File: src/rtl/uart_pkg.sv
// Shared UART definitions: frame-controller state/error enums, sync marker and
// bit-timing constants used by both the receiver and the frame controller.
package uart_pkg;

  localparam int         FULL_BIT      = 21812;
  localparam int         HALF_BIT      = FULL_BIT / 2;
  localparam logic [7:0] SYNC_BYTE_DEF = 8'hA5;

  typedef enum logic [2:0] {
    ST_IDLE,
    ST_ADDR,
    ST_LEN,
    ST_PAYLOAD,
    ST_CSUM,
    ST_DRAIN
  } state_t;

  typedef enum logic [1:0] {
    ERR_NONE     = 2'd0,
    ERR_BAD_LEN  = 2'd1,
    ERR_BAD_CSUM = 2'd2,
    ERR_TIMEOUT  = 2'd3
  } err_t;

endpackage

File: src/rtl/uart_frame_ctrl_if.sv
// Byte-in / register-write-out bundle between uart_receiver, the frame
// controller and the board register file.
interface uart_frame_ctrl_if;
  logic [7:0] i_byte;
  logic       i_byte_valid;
  logic       o_wr_en;
  logic [7:0] o_wr_addr;
  logic [7:0] o_wr_data;
  logic       o_frame_ok;
  logic       o_frame_err;
  logic [1:0] o_err_code;
  logic       o_busy;

  modport slave (
    input  i_byte, i_byte_valid,
    output o_wr_en, o_wr_addr, o_wr_data, o_frame_ok, o_frame_err, o_err_code, o_busy
  );

  modport master (
    output i_byte, i_byte_valid,
    input  o_wr_en, o_wr_addr, o_wr_data, o_frame_ok, o_frame_err, o_err_code, o_busy
  );
endinterface

File: src/rtl/uart_frame_buffer.sv
// Payload store for one frame: MAX_LEN bytes, indexed write and async indexed read.
module uart_frame_buffer #(
  parameter int MAX_LEN = 8,
  parameter int AW      = 3
) (
  input  logic          clk,
  input  logic          we,
  input  logic [AW-1:0] waddr,
  input  logic [7:0]    wdata,
  input  logic [AW-1:0] raddr,
  output logic [7:0]    rdata
);

  // Contents are only read after being written in the same frame, so no reset.
  logic [7:0] mem [MAX_LEN];

  always_ff @(posedge clk) begin
    if (we) mem[waddr] <= wdata;
  end

  assign rdata = mem[raddr];

endmodule

File: src/rtl/uart_frame_ctrl.sv
// Hunts for SYNC, collects ADDR/LEN/payload/CSUM, and on a good checksum replays
// the buffered payload as one register write per cycle.
module uart_frame_ctrl
  import uart_pkg::*;
#(
  parameter logic [7:0] SYNC_BYTE      = SYNC_BYTE_DEF,
  parameter int         MAX_LEN        = 8,
  parameter int         TIMEOUT_CYCLES = 1000000
) (
  input  logic             clk,
  input  logic             i_reset,
  uart_frame_ctrl_if.slave bus
);

  localparam int IW = $clog2(MAX_LEN + 1);
  localparam int TW = $clog2(TIMEOUT_CYCLES + 1);
  localparam int AW = (MAX_LEN > 1) ? $clog2(MAX_LEN) : 1;
  localparam logic [TW-1:0] TMO_LAST = TW'(TIMEOUT_CYCLES - 1);

  state_t        state_q, state_n;
  logic [7:0]    addr_q, addr_n;
  logic [IW-1:0] len_q, len_n;
  logic [IW-1:0] idx_q, idx_n;
  logic [7:0]    csum_q, csum_n;
  logic [TW-1:0] tmo_q, tmo_n;
  logic          wr_en_q, wr_en_n;
  logic [7:0]    wr_addr_q, wr_addr_n;
  logic [7:0]    wr_data_q, wr_data_n;
  logic          ok_q, ok_n;
  logic          err_q, err_n;
  err_t          code_q, code_n;

  logic          buf_we;
  logic [IW-1:0] rd_idx;
  logic [7:0]    rd_data;
  logic          in_frame;
  logic          bv;
  logic [7:0]    b;

  assign bv = bus.i_byte_valid;
  assign b  = bus.i_byte;

  uart_frame_buffer #(.MAX_LEN(MAX_LEN), .AW(AW)) u_buf (
    .clk   (clk),
    .we    (buf_we),
    .waddr (idx_q[AW-1:0]),
    .wdata (b),
    .raddr (rd_idx[AW-1:0]),
    .rdata (rd_data)
  );

  always_comb begin
    state_n   = state_q;
    addr_n    = addr_q;
    len_n     = len_q;
    idx_n     = idx_q;
    csum_n    = csum_q;
    tmo_n     = '0;
    wr_en_n   = 1'b0;
    wr_addr_n = wr_addr_q;
    wr_data_n = wr_data_q;
    ok_n      = 1'b0;
    err_n     = 1'b0;
    code_n    = code_q;
    buf_we    = 1'b0;
    rd_idx    = idx_q;
    in_frame  = (state_q == ST_ADDR) || (state_q == ST_LEN) ||
                (state_q == ST_PAYLOAD) || (state_q == ST_CSUM);

    if (in_frame && !bv) tmo_n = tmo_q + TW'(1);

    case (state_q)
      ST_IDLE: if (bv && b == SYNC_BYTE) state_n = ST_ADDR;
      ST_ADDR: if (bv) begin
        addr_n  = b;
        csum_n  = b;
        state_n = ST_LEN;
      end
      ST_LEN: if (bv) begin
        if (b == 8'd0 || b > 8'(MAX_LEN)) begin
          err_n   = 1'b1;
          code_n  = ERR_BAD_LEN;
          state_n = ST_IDLE;
        end else begin
          len_n   = b[IW-1:0];
          csum_n  = csum_q ^ b;
          idx_n   = '0;
          state_n = ST_PAYLOAD;
        end
      end
      ST_PAYLOAD: if (bv) begin
        buf_we = 1'b1;
        csum_n = csum_q ^ b;
        idx_n  = idx_q + IW'(1);
        if (idx_n == len_q) state_n = ST_CSUM;
      end
      ST_CSUM: begin
        // Pre-load write 0 so the first write lands the cycle after CSUM.
        rd_idx = '0;
        if (bv) begin
          if (b == csum_q) begin
            state_n   = ST_DRAIN;
            idx_n     = IW'(1);
            wr_en_n   = 1'b1;
            wr_addr_n = addr_q;
            wr_data_n = rd_data;
            ok_n      = (len_q == IW'(1));
          end else begin
            err_n   = 1'b1;
            code_n  = ERR_BAD_CSUM;
            state_n = ST_IDLE;
          end
        end
      end
      ST_DRAIN: begin
        if (idx_q == len_q) begin
          state_n = ST_IDLE;
          idx_n   = '0;
        end else begin
          wr_en_n   = 1'b1;
          wr_addr_n = addr_q + 8'(idx_q);
          wr_data_n = rd_data;
          idx_n     = idx_q + IW'(1);
          ok_n      = (idx_n == len_q);
        end
      end
      default: state_n = ST_IDLE;
    endcase

    // A byte in the firing cycle keeps the frame alive.
    if (in_frame && !bv && tmo_q == TMO_LAST) begin
      err_n   = 1'b1;
      code_n  = ERR_TIMEOUT;
      state_n = ST_IDLE;
      tmo_n   = '0;
    end
  end

  always_ff @(posedge clk) begin
    if (i_reset) begin
      state_q   <= ST_IDLE;
      addr_q    <= '0;
      len_q     <= '0;
      idx_q     <= '0;
      csum_q    <= '0;
      tmo_q     <= '0;
      wr_en_q   <= 1'b0;
      wr_addr_q <= '0;
      wr_data_q <= '0;
      ok_q      <= 1'b0;
      err_q     <= 1'b0;
      code_q    <= ERR_NONE;
    end else begin
      state_q   <= state_n;
      addr_q    <= addr_n;
      len_q     <= len_n;
      idx_q     <= idx_n;
      csum_q    <= csum_n;
      tmo_q     <= tmo_n;
      wr_en_q   <= wr_en_n;
      wr_addr_q <= wr_addr_n;
      wr_data_q <= wr_data_n;
      ok_q      <= ok_n;
      err_q     <= err_n;
      code_q    <= code_n;
    end
  end

  assign bus.o_wr_en     = wr_en_q;
  assign bus.o_wr_addr   = wr_addr_q;
  assign bus.o_wr_data   = wr_data_q;
  assign bus.o_frame_ok  = ok_q;
  assign bus.o_frame_err = err_q;
  assign bus.o_err_code  = code_q;
  assign bus.o_busy      = (state_q != ST_IDLE);

endmodule

File: src/flat_wrapper.sv
// flat-port wrapper written by rule: the top's interface ports become plain ports
module uart_frame_ctrl_flat import uart_pkg::*;
#(
  parameter logic [7:0] SYNC_BYTE      = SYNC_BYTE_DEF,
  parameter int         MAX_LEN        = 8,
  parameter int         TIMEOUT_CYCLES = 1000000
)
  (clk, i_reset, bus_i_byte, bus_i_byte_valid, bus_o_wr_en, bus_o_wr_addr, bus_o_wr_data, bus_o_frame_ok, bus_o_frame_err, bus_o_err_code, bus_o_busy);
  uart_frame_ctrl_if bus_i ();
  input  logic clk;
  input  logic i_reset;
  input wire logic [$bits(bus_i.i_byte)-1:0] bus_i_byte;
  input wire logic [$bits(bus_i.i_byte_valid)-1:0] bus_i_byte_valid;
  output wire logic [$bits(bus_i.o_wr_en)-1:0] bus_o_wr_en;
  output wire logic [$bits(bus_i.o_wr_addr)-1:0] bus_o_wr_addr;
  output wire logic [$bits(bus_i.o_wr_data)-1:0] bus_o_wr_data;
  output wire logic [$bits(bus_i.o_frame_ok)-1:0] bus_o_frame_ok;
  output wire logic [$bits(bus_i.o_frame_err)-1:0] bus_o_frame_err;
  output wire logic [$bits(bus_i.o_err_code)-1:0] bus_o_err_code;
  output wire logic [$bits(bus_i.o_busy)-1:0] bus_o_busy;
  assign bus_i.i_byte = bus_i_byte;
  assign bus_i.i_byte_valid = bus_i_byte_valid;
  assign bus_o_wr_en = bus_i.o_wr_en;
  assign bus_o_wr_addr = bus_i.o_wr_addr;
  assign bus_o_wr_data = bus_i.o_wr_data;
  assign bus_o_frame_ok = bus_i.o_frame_ok;
  assign bus_o_frame_err = bus_i.o_frame_err;
  assign bus_o_err_code = bus_i.o_err_code;
  assign bus_o_busy = bus_i.o_busy;
  uart_frame_ctrl #(.SYNC_BYTE(SYNC_BYTE), .MAX_LEN(MAX_LEN), .TIMEOUT_CYCLES(TIMEOUT_CYCLES)) u_core (.clk(clk), .i_reset(i_reset), .bus(bus_i));
endmodule
File: config.mk
export PLATFORM = sky130hd
export DESIGN_NAME = uart_frame_ctrl_flat
export DESIGN_NICKNAME = d
export VERILOG_FILES = /design/src/rtl/uart_pkg.sv /design/src/rtl/uart_frame_ctrl_if.sv /design/src/rtl/uart_frame_buffer.sv /design/src/rtl/uart_frame_ctrl.sv /design/src/flat_wrapper.sv
export SDC_FILE = /design/constraint.sdc
export NUM_CORES = 1
export LEC_CHECK = 0
export CORE_MARGIN = 10
export CORE_UTILIZATION = 51
export DETAILED_ROUTE_END_ITERATION = 10
export GPL_ROUTABILITY_DRIVEN = 1
export PLACE_DENSITY = 0.75
export RECOVER_POWER = 50
export SYNTH_ARGS = -nofsm -noshare
export SYNTH_HDL_FRONTEND = slang
export SYNTH_SLANG_ARGS = --single-unit
File: constraint.sdc
create_clock -name clk -period 5.7 [get_ports clk]
set_input_delay 0.57 -clock clk [delete_from_list [all_inputs] [get_ports clk]]
set_output_delay 0.57 -clock clk [all_outputs]
set_load 0.02 [all_outputs]
======== Word-level counts from Yosys, hierarchy flattened ========
Memory sizes are Yosys's and may differ from the RTL's.
Index checks and enable logic that the tools add are counted.
cells by class
  eq/ne operators ......................... 25
  reduce and logical (&&, ||, !) cells .... 24
  mux-type cells .......................... 55
  divide/modulo/power cells ............... 0
  shift-type cells ........................ 0
  order comparisons ....................... 1
  $add $sub $neg .......................... 3
  bitwise logic cells ..................... 3
  $mul .................................... 0
operators by type and width
  operator                                                        number
  two-way mux 8 bit                                               10
  case mux 8 bit (2 select lines)                                 2
  two-way mux 3 bit                                               9
  two-way mux 4 bit                                               6
  case mux 8 bit (3 select lines)                                 1
  adder 20 x 1 -> 20 bit (second input constant)                  1
  == test 20 bit (second input constant)                          1
  case mux 3 bit (6 select lines)                                 1
  != test 2 bit (second input constant)                           8
  case mux 4 bit (4 select lines)                                 1
  two-way mux 1 bit                                               15
  two-way mux 2 bit                                               6
  != test 3 bit (second input constant)                           4
  AND reduction 5 bit                                             2
  nonzero test 3 bit                                              3
  adder 8 x 4 -> 8 bit                                            1
  == test 4 bit                                                   2
  == test 8 bit                                                   1
  == test 8 bit (second input constant)                           1
  greater-than comparator 8 x 4 -> 1 bit (second input constant)  1
  logical NOT 8 bit                                               1
  XOR 8 bit                                                       1
  AND reduction 7 bit                                             1
  == test 3 x 2 -> 1 bit (second input constant)                  2
  other kinds (20)                                                30
storage, ports and cells
  ROM bits ................................ 0
  register bits ........................... 68
  bits of input ports ..................... 11
  latch bits .............................. 0
  word-level logic and storage cells ...... 124
  output and inout port bits .............. 22
  memory bits (writable) .................. 64
  memories ................................ 1
memory list
  memory            words  width  rd ports  clocked after memory_dff  wr ports  line                     source
  u_core.u_buf.mem  8      8      1         0                         1         uart_frame_buffer.sv:15  logic [7:0] mem [MAX_LEN];

======== Logic depth before layout (Yosys ltp) ========
  word-level depth ........................ 8
  gate-level depth with buffers ........... 9
  depth with buffers taken out ............ 8

======== By module ========
A second synthesis with hierarchy kept.
second synthesis, totals
  cells, all modules ...................... 523
  area total of the unflattened synthesis .. 6162.2 sq um
by module, submodules not included
  module             cells each  seq. area each (sq um)  times used  area an instance (sq um)
  uart_frame_ctrl    417         1361.3                  1           3631.0
  uart_frame_buffer  106         1921.8                  1           2531.2

======== Least setup slack after synthesis ========
Ideal clock, no wire load.
  path type ............................... register to register
  from .................................... register u_core.idx_q[0]
  to ...................................... memory u_core.u_buf.mem[1][0], enable pin
  path slack .............................. 3.367 ns
  required time ........................... 5.317 ns
  data arrival time ....................... 1.950 ns
  clock period less this slack ............ 2.333 ns
  path buffers ............................ 3
  library setup time ...................... 0.383 ns
  stages on the path, launching flop included .. 6
  cells stage by stage .................... dfxtp_1 buf_2 buf_2 clkbuf_1 nand4_1 nor3_1
RTL lines
  item                    line                     source
  from (decl)             uart_frame_ctrl.sv:23    logic [IW-1:0] idx_q, idx_n;
  from (signal assigned)  uart_frame_ctrl.sv:157   idx_q <= idx_n;
  to (decl)               uart_frame_buffer.sv:15
Straight into the memory's write port.

======== Worst setup path after layout ========
  from .................................... input port bus_i_byte[1]
  to ...................................... register u_core.wr_data_q[4] (netlist: u_core.bus.o_wr_data[4])
on the way
  longest elaborated chain between the ends .. 3
ends and longest elaborated chain
  item                                  line                    source
  from (decl)                           flat_wrapper.sv:12      input wire logic [$bits(bus_i.i_byte)-1:0] bus_i_byte;
  == test 8 bit                         uart_frame_ctrl.sv:101  if (b == csum_q) begin
  != test 2 bit (no source line)        --
  AND reduction 4 bit (no source line)  --
  to (signal assigned)                  uart_frame_ctrl.sv:162  wr_data_q <= wr_data_n;
  to (decl)                             uart_frame_ctrl.sv:28   logic [7:0] wr_data_q, wr_data_n;
Every way passes these cells.
A chain may end at the register's enable or synchronous reset.

==> flow_summary.rst <==
.. list-table::
   :header-rows: 1

   * - Metric
     - Value
   * - Post-synthesis async set-or-reset flop share
     - 0%
   * - Placed instance count
     - 726
   * - Inserted Clock Buffers
     - 17
   * - Number of levels in the clock H-tree
     - 4
   * - Cell Area, Synth
     - 6275 um^2
   * - Number of iterations in the first detailed-routing pass
     - 5
   * - # diodes
     - 0
   * - Mux share of post-synthesis cell area
     - 4.467%
   * - Switching power
     - between 700 and 800 uW
   * - Initial Utilization
     - 52.24%
   * - Commonest non-fill, non-tap cell in the layout
     - dfxtp_1
   * - Number of core rows
     - 40
   * - Internal power consumption
     - between 2000 and 2500 uW
   * - Top library cells by usage in the layout, fill and taps aside
     - 68 x dfxtp_1, 64 x edfxtp_1, 50 x nor2_1
   * - Max_slew headroom
     - 13.46%
   * - Number of maximum-capacitance constraint violations
     - 0
   * - Post-DR wirelength/cell
     - 19.39 um
   * - TritonCTS clock tree
     - yes
   * - Global route overflow
     - 0
   * - Worst hold path class
     - register to register
   * - Worst Setup End Kind
     - register
   * - Power density cells
     - 391.9 nW/um^2
   * - # port buffers
     - 32
   * - Final setup violation count
     - 0
   * - Clock Root Buffer
     - clkbuf_16
   * - Synth Area in Simple Gates
     - 16.59%
   * - Final ANT Viol Nets
     - 0
   * - Wire length of the first global-routing pass
     - 24,350 um
   * - Count of flip-flops with a built-in enable after synthesis
     - 64
   * - Buffer depth of the longest clock path
     - 2
   * - Horizontal extent of the die
     - 130.9 um
   * - Floorplan core area
     - between 10,000 and 15,000 um^2
   * - Share of layout cells above drive strength 1
     - 11.13%
   * - Critical path arrival
     - 3.36 ns
   * - Maximum frequency from static timing analysis
     - 326.1 MHz
   * - Pin count of the biggest net entering global routing
     - 37
   * - Critical Path Fanout Max
     - 16
   * - Footprint of the multi-input gates
     - ~2800 um^2
   * - Post-synthesis sequential element count
     - about 130
   * - GRT Total Usage
     - 18.27%
   * - Gate count after technology mapping
     - 577
   * - Depth of the most critical reg-to-reg path
     - 4
   * - Max-slew violation total from the final report
     - 0
   * - Sequential cell fraction of total power
     - roughly two fifths
   * - Warnings, synthesis
     - 0
   * - Layout net count
     - 618
   * - Area grow syn2layout
     - 16.29%
   * - Combinational group share of total power
     - 18.4%
   * - Mapped Nets
     - 597
   * - Post-synthesis sequential area ratio
     - between 50 and 60%
   * - # Post-CTS Setup Buffers
     - 0
   * - Hold Buf Count CTS
     - 0
   * - Combined flip-flop and latch cell area
     - 3283 um^2
   * - Antenna violations before repair
     - 0
   * - Min Hold Slack
     - 0.4674 ns
   * - CP Data Required Time
     - 5.99 ns
   * - Most used DFF post-synth
     - dfxtp_1
   * - Period Utilization, post-route
     - between 50% and 60%
   * - Kind of critical path
     - primary input to register
   * - IR Drop Worst-Case VDD
     - ~200 uV
   * - Distinct cell type count of the synthesized netlist
     - 73
   * - Slew at the pin closest to its max-slew limit
     - 1.281 ns
   * - Launch instance of the worst register-to-register path
     - u_core.state_q[2]
   * - Static Leak
     - between 0.002 and 0.0025 uW
   * - Synth Area in XOR/XNOR
     - 5.284%
   * - Die height
     - 130.9 um
   * - Flop-to-flop setup slack
     - between 2 and 3 ns
   * - Number of gates resized after CTS
     - 0
   * - Cell depth of the worst min-delay path
     - 2
   * - Hold Startpoint
     - u_core.bus.o_wr_addr[1]
   * - Via/cell ratio
     - 6.116
   * - DR iter-0 viols
     - 449
   * - Via count
     - 4,636
   * - Setup repair after global routing missed its margin
     - false
   * - Clock sink count
     - ~130
   * - Area share of fa/ha/maj cells after synthesis
     - about 1.9%
   * - Syn_area_per_cell
     - 10.87 um^2
   * - Main combinational cell family by area after synthesis
     - simple AND/OR/NAND/NOR gates
   * - Final period demand of the worst path
     - 3.067 ns
   * - DR DRC count
     - 0
   * - Count of pins on the block boundary
     - 33
   * - Status
     - completed
   * - Synth Area in Compound Gates
     - 15.85%
   * - Terminus of the critical flop-to-flop path
     - u_core.bus.o_wr_data[4]
   * - Net Sw Frac
     - around 28%
   * - # fillers
     - 957
   * - Clock edge transition at the registers on the reported setup and hold paths
     - 0.05 ns
   * - Worst Skew
     - ~0.0057 ns
   * - Count of endpoints failing hold in the final timing report
     - 0
   * - Vias in the first global route
     - 4,785
   * - Post-Route WL
     - 14,700 um
   * - HPWL after detailed placement
     - 9550 um
   * - Critical Path Source Type
     - primary input
   * - Weighted congestion at the end of routability-driven global placement
     - roughly 0.90
   * - Final TNS setup
     - 0 ns
   * - Area enclosed by the die boundary
     - 17,140 um^2
   * - Clock group share of total power
     - 42.5%
   * - Hold EP
     - u_core.bus.o_wr_addr[1]
   * - Non-Filler Instances
     - about 760
   * - Clock Latency Late Sink
     - 0.42 ns
[metal layers]
layer | track usage (%) | wire, um | part of all wire [%]
met1 | 21.74 | 6242 | 42
met2 | 31.16 | 7415 | 50
met3 | 3.747 | 840 | 5.7
met4 | 8.241 | 199 | 1.4
met5 | 0 | 0 | 0
[critical path, cell delays in order]
cell and delay, ns:
dlygate4sd3_1 0.99, xor2_1 0.16, nor4_2 0.44, a41oi_1 0.64, a311oi_1 0.46, nor2_1 0.09
[cells in the mapped netlist (11+ instances only)]
library cell	count	share of area (%)
dfxtp_1	68	22
edfxtp_1	64	31
nor2_1	50	3.0
nand2_1	36	2.2
mux2i_1	28	4.5
a21oi_1	21	1.7
xor2_1	19	2.7
xnor2_1	17	2.4
clkbuf_1	16	0.96
o21ai_0	16	1.3
o22ai_1	16	1.6
buf_2	15	1.2
nand3_1	14	1.1
inv_1	13	0.78
nor3_1	13	1.0
a311oi_1	11	1.5
nand2b_1	11	1.1
nor2_2	11	1.1
nor2b_1	11	1.1
[worst max path at each step]
stage,start,to,slack [ns],cells past startpoint
after global routing,bus_i_byte[3],u_core.bus.o_wr_data[6],2.34,6
after floorplan,u_core.idx_q[0],u_core.u_buf.mem[1][0],3.37,5
final,bus_i_byte[1],u_core.bus.o_wr_data[4],2.63,6
after CTS,bus_i_byte[1],u_core.bus.o_wr_data[2],2.73,6
after detailed placement,bus_i_byte[1],u_core.bus.o_wr_data[2],2.30,6
after global placement,bus_i_byte[6],u_core.bus.o_wr_data[4],2.42,6
[metrics by stage]
step           utilization [%]  area [um^2]  power (uW)  setup slack [ns]
3_5_place_dp             55.29         6641        1656             2.299
4_1_cts                  60.81         7305        2868             2.730
5_1_grt                  60.75         7297        2982             2.335
6_report                 60.75         7297        2860             2.633
2_1_floorplan                -         6275        1529             3.367
3_3_place_gp             55.29         6641        1638             2.424
[power by group through the flow]
| stage | Sequential, uW | Clock, uW | Combinational, uW |
|---|---|---|---|
| finish | 1120 | 1220 | 527 |
| CTS | 1110 | 1230 | 528 |
| global placement | 1130 | 0 | 508 |
| detailed placement | 1130 | 0 | 522 |
| floorplan | 1100 | 0 | 428 |
| global route | 1120 | 1280 | 581 |
[layout make-up]
cell class              count  area share [%]
inverters                  13          0.6687
well taps                 147           2.521
repair buffers             37           4.801
multi-input cells         397           37.93
clock buffers              18           5.881
clock inverters            14           3.206
flip-flops and latches    132           44.99
[flip-flops by register name, indices dropped and copies added (netlist names)]
register and cells:
u_core.addr_q 8, u_core.len_q 4, u_core.bus.o_wr_data 8, u_core.idx_q 4
u_core.bus.o_frame_err 1, u_core.bus.o_frame_ok 1, u_core.u_buf.mem 64, u_core.csum_q 8
u_core.bus.o_wr_en 1, u_core.tmo_q 20, u_core.bus.o_err_code 2, u_core.state_q 3
u_core.bus.o_wr_addr 8
[cell families after synthesis]
| kind of cell | after synthesis |
|---|---|
| muxes | 28 |
| adders and majority gates | 9 |
| DFF | 132 |
| and+or+nand+nor | 192 |
| xor gates and xnor gates | 37 |
| buffers and inverters | 48 |
| AOI/OAI and AO/OA | 131 |
Note: power is estimated with default switching activity, not from simulation.
